`src/rtl/uart_pkg.sv`:
```
// Shared UART receiver definitions: FSM states, parity modes and oversample timing.
package uart_pkg;

  localparam int OVERSAMPLE = 16;

  localparam int PAR_NONE = 0;
  localparam int PAR_ODD  = 1;
  localparam int PAR_EVEN = 2;

  // Majority-vote sample points inside one 16-tick bit period.
  localparam logic [3:0] TICK_S1   = 4'd7;
  localparam logic [3:0] TICK_S2   = 4'd8;
  localparam logic [3:0] TICK_S3   = 4'd9;
  localparam logic [3:0] TICK_LAST = 4'(OVERSAMPLE - 1);

  typedef enum logic [2:0] {
    ST_IDLE     = 3'd0,
    ST_START    = 3'd1,
    ST_DATA     = 3'd2,
    ST_PARITY   = 3'd3,
    ST_STOP     = 3'd4,
    ST_BRK_WAIT = 3'd5
  } rx_state_t;

endpackage

```
`src/rtl/uart_rx_sampler.sv`:
```
// Input synchronizer plus 3-sample majority voter for the UART receiver.
module uart_rx_sampler
  import uart_pkg::*;
(
  input  logic       bclk,
  input  logic       rst_n,
  input  logic       i_rxd,
  input  logic [3:0] i_tick,
  output logic       o_rxs,
  output logic       o_vote
);

  logic r_sync1;
  logic r_sync2;
  logic r_s1;
  logic r_s2;

  always_ff @(posedge bclk or negedge rst_n) begin
    if (!rst_n) begin
      r_sync1 <= 1'b1;
      r_sync2 <= 1'b1;
      r_s1    <= 1'b1;
      r_s2    <= 1'b1;
    end else begin
      r_sync1 <= i_rxd;
      r_sync2 <= r_sync1;
      if (i_tick == TICK_S1) r_s1 <= r_sync2;
      if (i_tick == TICK_S2) r_s2 <= r_sync2;
    end
  end

  // Vote is meaningful during the third sample tick; the live value is the third sample.
  assign o_rxs  = r_sync2;
  assign o_vote = (r_s1 & r_s2) | (r_s1 & r_sync2) | (r_s2 & r_sync2);

endmodule

```
`src/rtl/uart_rx_ext.sv`:
```
// 16x-oversampling UART receiver with parity/stop checking and a valid/ready output.
module uart_rx_ext
  import uart_pkg::*;
#(
  parameter int DATA_BITS = 8,
  parameter int PARITY    = 0,
  parameter int STOP_BITS = 1
) (
  input  logic                 bclk,
  input  logic                 rst_n,
  input  logic                 rxd,
  output logic                 m_valid,
  input  logic                 m_ready,
  output logic [DATA_BITS-1:0] m_data,
  output logic                 frame_err,
  output logic                 parity_err,
  output logic                 overrun,
  output logic                 busy,
  output logic [2:0]           dbg_state
);

  rx_state_t            r_state;
  logic [3:0]           r_tick;
  logic [3:0]           r_bit_cnt;
  logic                 r_stop_cnt;
  logic [DATA_BITS-1:0] r_shift;
  logic                 r_fe_pend;
  logic                 r_perr_pend;
  logic                 r_busy;
  logic                 r_valid;
  logic [DATA_BITS-1:0] r_data;
  logic                 r_ferr;
  logic                 r_perr;
  logic                 r_overrun;

  logic w_rxs;
  logic w_vote;
  logic w_last_stop;
  logic w_done;
  logic w_fe_final;
  logic w_par_calc;
  logic w_perr_bit;

  uart_rx_sampler u_sampler (
    .bclk   (bclk),
    .rst_n  (rst_n),
    .i_rxd  (rxd),
    .i_tick (r_tick),
    .o_rxs  (w_rxs),
    .o_vote (w_vote)
  );

  always_comb begin
    w_last_stop = (r_stop_cnt == 1'(STOP_BITS - 1));
    w_done      = (r_state == ST_STOP) && (r_tick == TICK_S3) && w_last_stop;
    w_fe_final  = r_fe_pend | ~w_vote;
    w_par_calc  = (^r_shift) ^ w_vote;
    w_perr_bit  = (PARITY == PAR_ODD) ? ~w_par_calc : w_par_calc;
  end

  // The IDLE cycle that first sees rxs low is tick 0 of the start bit.
  always_ff @(posedge bclk or negedge rst_n) begin
    if (!rst_n) begin
      r_state     <= ST_IDLE;
      r_tick      <= '0;
      r_bit_cnt   <= '0;
      r_stop_cnt  <= 1'b0;
      r_shift     <= '0;
      r_fe_pend   <= 1'b0;
      r_perr_pend <= 1'b0;
      r_busy      <= 1'b0;
    end else begin
      r_tick <= r_tick + 4'd1;
      case (r_state)
        ST_IDLE: begin
          r_tick <= '0;
          if (!w_rxs) begin
            r_state     <= ST_START;
            r_tick      <= 4'd1;
            r_busy      <= 1'b1;
            r_fe_pend   <= 1'b0;
            r_perr_pend <= 1'b0;
            r_bit_cnt   <= '0;
            r_stop_cnt  <= 1'b0;
          end
        end
        ST_START: begin
          if ((r_tick == TICK_S3) && w_vote) begin
            r_state <= ST_IDLE;
            r_tick  <= '0;
            r_busy  <= 1'b0;
          end else if (r_tick == TICK_LAST) begin
            r_state <= ST_DATA;
          end
        end
        ST_DATA: begin
          if (r_tick == TICK_S3) r_shift <= {w_vote, r_shift[DATA_BITS-1:1]};
          if (r_tick == TICK_LAST) begin
            if (r_bit_cnt == 4'(DATA_BITS - 1))
              r_state <= (PARITY != PAR_NONE) ? ST_PARITY : ST_STOP;
            else
              r_bit_cnt <= r_bit_cnt + 4'd1;
          end
        end
        ST_PARITY: begin
          if (r_tick == TICK_S3) r_perr_pend <= w_perr_bit;
          if (r_tick == TICK_LAST) r_state <= ST_STOP;
        end
        ST_STOP: begin
          if (r_tick == TICK_S3) begin
            if (w_last_stop) begin
              // Finish early so the next start edge is caught promptly.
              r_tick <= '0;
              if (w_fe_final) begin
                r_state <= ST_BRK_WAIT;
              end else begin
                r_state <= ST_IDLE;
                r_busy  <= 1'b0;
              end
            end else begin
              r_fe_pend <= w_fe_final;
            end
          end else if (r_tick == TICK_LAST) begin
            r_stop_cnt <= r_stop_cnt + 1'b1;
          end
        end
        ST_BRK_WAIT: begin
          r_tick <= '0;
          if (w_rxs) begin
            r_state <= ST_IDLE;
            r_busy  <= 1'b0;
          end
        end
        default: begin
          r_state <= ST_IDLE;
          r_tick  <= '0;
          r_busy  <= 1'b0;
        end
      endcase
    end
  end

  // Handshake: a word transfers on any cycle with m_valid && m_ready; m_data and flags
  // stay stable while m_valid is high, and a frame finishing against a stalled word is dropped.
  always_ff @(posedge bclk or negedge rst_n) begin
    if (!rst_n) begin
      r_valid   <= 1'b0;
      r_data    <= '0;
      r_ferr    <= 1'b0;
      r_perr    <= 1'b0;
      r_overrun <= 1'b0;
    end else begin
      r_overrun <= 1'b0;
      if (r_valid && m_ready) r_valid <= 1'b0;
      if (w_done) begin
        if (!r_valid || m_ready) begin
          r_valid <= 1'b1;
          r_data  <= r_shift;
          r_ferr  <= w_fe_final;
          r_perr  <= (PARITY != PAR_NONE) && r_perr_pend;
        end else begin
          r_overrun <= 1'b1;
        end
      end
    end
  end

  assign m_valid    = r_valid;
  assign m_data     = r_data;
  assign frame_err  = r_ferr;
  assign parity_err = r_perr;
  assign overrun    = r_overrun;
  assign busy       = r_busy;
  assign dbg_state  = r_state;

endmodule

```
`config.mk`:
```
export PLATFORM = sky130hd
export DESIGN_NAME = uart_rx_ext
export DESIGN_NICKNAME = d
export VERILOG_FILES = /design/src/rtl/uart_pkg.sv /design/src/rtl/uart_rx_sampler.sv /design/src/rtl/uart_rx_ext.sv
export SDC_FILE = /design/constraint.sdc
export NUM_CORES = 1
export LEC_CHECK = 0
export ABC_CLOCK_PERIOD_IN_PS = 4000
export CORE_MARGIN = 2
export CORE_UTILIZATION = 47
export DETAILED_ROUTE_END_ITERATION = 10
export PLACE_DENSITY = 0.69
export REMOVE_ABC_BUFFERS = 1
export SKIP_CTS_REPAIR_TIMING = 1
export SLEW_MARGIN = 20
export SYNTH_ARGS = -nofsm -noshare
export SYNTH_HDL_FRONTEND = slang
export SYNTH_SLANG_ARGS = --single-unit
export TNS_END_PERCENT = 1
```
`constraint.sdc`:
```
create_clock -name bclk -period 4 [get_ports bclk]
set_input_delay 0.6 -clock bclk [delete_from_list [all_inputs] [get_ports bclk]]
set_output_delay 0.6 -clock bclk [all_outputs]
set_load 0.01 [all_outputs]
```
==> summary.md <==
| Metric | Value |
|---|---|
| Worst clock skew | 0.00610 ns |
| Gr usage total | 16.9% |
| Sequential cell area fraction in the yosys report | 52.8% |
| Clk Latency, worst-skew pair | 0.29 ns |
| Crit path buffers/inverters | 1 |
| Crit-path max FO | 15 |
| PortBufs | 18 |
| Mapped Area | 1760 µm² |
| RSZ-0062 raised after global routing | no |
| Post-place instance area | 1970 µm² |
| Post-synth top flop | dfrtp_1 |
| Ys Warns | 0 |
| Clock root buffer | clkbuf_8 |
| Setup crit end kind | output pin |
| DIE WIDTH | 65.3 µm |
| Dpl hpwl | 2230 µm |
| Drt first pass iters | 4 |
| CTS H-tree lvls | 2 |
| First-pass GRT wire length | 5570 µm |
| Startpoint Class | flip-flop |
| Post-synth EDFFs | 0 |
| Crit path largest cell delay | 0.65 ns |
| DR vias | 1239 |
| Met3 usage in global routing | 3.77% |
| Max VDD drop | 279 µV |
| Fin nets | 180 |
| Tmin final | 2.18 ns |
| Fin. max-slew vios | 0 |
| Met2 Use GR | 27.3% |
| WS Path Type | flip-flop to output pin |
| Die area | 4260 µm² |
| FF+latch count, synth | 37 |
| WL/cell | 14.5 µm |
| Layout cells sized above 1 | 22.5% |
| Busiest grt layer | met2 |
| Post-Syn Instances | 151 |
| Routability cong. | 0.889 |
| CTS buffer count | 5 |
| Syn avg cell area | 11.7 µm² |
| Met1 GRT Util | 22.2% |
| Drt first-iter violations | 99 |
| Tcrit/Tclk final | 54.4% |
| TNS Setup | 0 ns |
| Rel. slew slack | 46.4% |
| CTS clk-pin slew, worst paths | 0.08 ns |
| IO Count | 20 |
| Synth async-reset ratio | 100% |
| Count of final setup violators | 0 |
| Status | completed |
| Fin area | 2090 µm² |
| Core Region | 3630 µm² |
| Tightest Pin Transition | 0.804 ns |
| Worst EP arrival | 1.58 ns |
| Worst path cell trace | clkdlybuf4s50_1 |
| CTS tree | yes |
| Detail Route Antenna Nets | 0 |
| MaxCap Viol Count | 0 |
| Via density | 5.61 |
| Worst Setup Slack, final | 1.82 ns |
| Largest net degree at the start of global routing | 38 |
| Critical Path RT | 3.40 ns |
| Total gr overflow | 0 |
| Post-synthesis cell type count | 47 |
| Cell Pwr Density | 507 nW/µm² |
| Initial Util | 48.6% |
| Bufs on Longest Clock Path | 2 |
| CP max stage cell | dfrtp_1 |
| F_max | 0.459 GHz |
| Area grow syn2layout | 18.4% |
| Largest delay share family, worst path | flip-flops |
| Final hold violation count | 0 |
| Detailed Route WL | 3200 µm |
| Setup WS pre-CTS | 2.08 ns |
| Clk sinks | 37 |
| Number of global-route vias before repair | 1219 |
| Die Y-Extent | 65.3 µm |
| Initial antenna violation count | 0 |
| Hold/Removal Path Class | flip-flop to flip-flop |
| # rows | 22 |
| Drt drc | 0 |
| Ant. Diodes | 0 |
| Static Leak | 0.000929 µW |
==> logic make-up after synthesis <==
group	Yosys count	share of synthesized area, %
compound gates	30	11.5
xor+xnor	1	0.497
fa+ha+maj	5	3.40
buf+inv	11	3.26
flops	37	52.8
mux	19	12.1
other cells	1	0.213
simple gates	47	16.3
==> power by group <==
part	switching (µW)	leakage, µW	internal [µW]
clock network	134	0.0000574	203
registers	62.5	0.000488	422
logic	133	0.000383	104
==> per-stage QoR <==
step | total power, µW | utilization [%] | hold slack, ns | std cells
6_report | 1060 | 57.5 | 0.357 | 221
4_1_cts | 1070 | 57.5 | 0.358 | 221
3_3_place_gp | 715 | 54.2 | 0.347 | 213
3_5_place_dp | 728 | 54.2 | 0.348 | 213
5_1_grt | 1120 | 57.5 | 0.359 | 221
2_1_floorplan | 645 | - | 0.304 | 147
==> worst paths after layout <==
check | slack [ns] | from | to | cells after the start
max in group asynchronous | 3.10 | rst_n | m_valid | 1
worst max register to register | 2.10 | dbg_state[2] | r_shift[1] | 3
worst min-delay path | 0.36 | u_sampler.r_sync1 | u_sampler.o_rxs | 0
worst min register to register | 0.36 | u_sampler.r_sync1 | u_sampler.o_rxs | 0
min in group asynchronous | 0.40 | rst_n | m_data[6] | 1
worst max-delay path | 1.82 | dbg_state[2] | dbg_state[2] | 1
==> synthesized netlist by cell type, types with 4 or more instances <==
master / n / area share (%)
nand2b_1: 4 / 1.4
a21oi_1: 4 / 1.1
dfstp_2: 4 / 6.0
inv_1: 7 / 1.5
nand3_1: 5 / 1.4
nor2_1: 7 / 1.5
nand2_1: 10 / 2.1
o21ai_0: 6 / 1.7
dfrtp_1: 33 / 47
mux2_2: 18 / 11
ha_1: 4 / 2.8
==> placed cells by master, fill, tap and decap left out, drive strengths merged, types with 3 or more instances in the layout <==
| cell | count |
|---|---|
| dfrtp | 33 |
| mux2 | 18 |
| clkdlybuf4s50 | 17 |
| nand2 | 10 |
| nor2 | 9 |
| o21ai | 8 |
| inv | 7 |
| clkbuf | 6 |
| nand3 | 6 |
| nand2b | 4 |
| a21oi | 4 |
| ha | 4 |
| dfstp | 4 |
| nor2b | 3 |
| o22ai | 3 |
| o31ai | 3 |
==> cell type report <==
type / instances / area [µm²]
clock inverter: 2 / 37.5
tap: 48 / 60.1
sequential: 37 / 931
inverter: 7 / 26.3
fill: 300 / 1550
timing repair buffer: 18 / 175
multi-input combinational: 103 / 776
clock buffer: 6 / 82.6
==> flip-flops by register name, summed over array words and instances (netlist names) <==
register           cells
r_shift                8
m_data                 8
u_sampler.o_rxs        1
r_bit_cnt              4
frame_err              1
r_fe_pend              1
overrun                1
dbg_state              3
m_valid                1
u_sampler.r_s2         1
busy                   1
u_sampler.r_sync1      1
r_tick                 4
u_sampler.r_s1         1
r_stop_cnt             1
==> per-layer routing <==
layer	vias to the layer above	wire (µm)
li1	587	-
met1	621	1480
met2	28	1560
met3	3	135
met4	0	25
met5	-	0
No activity file was read; power rests on OpenSTA's default activity.
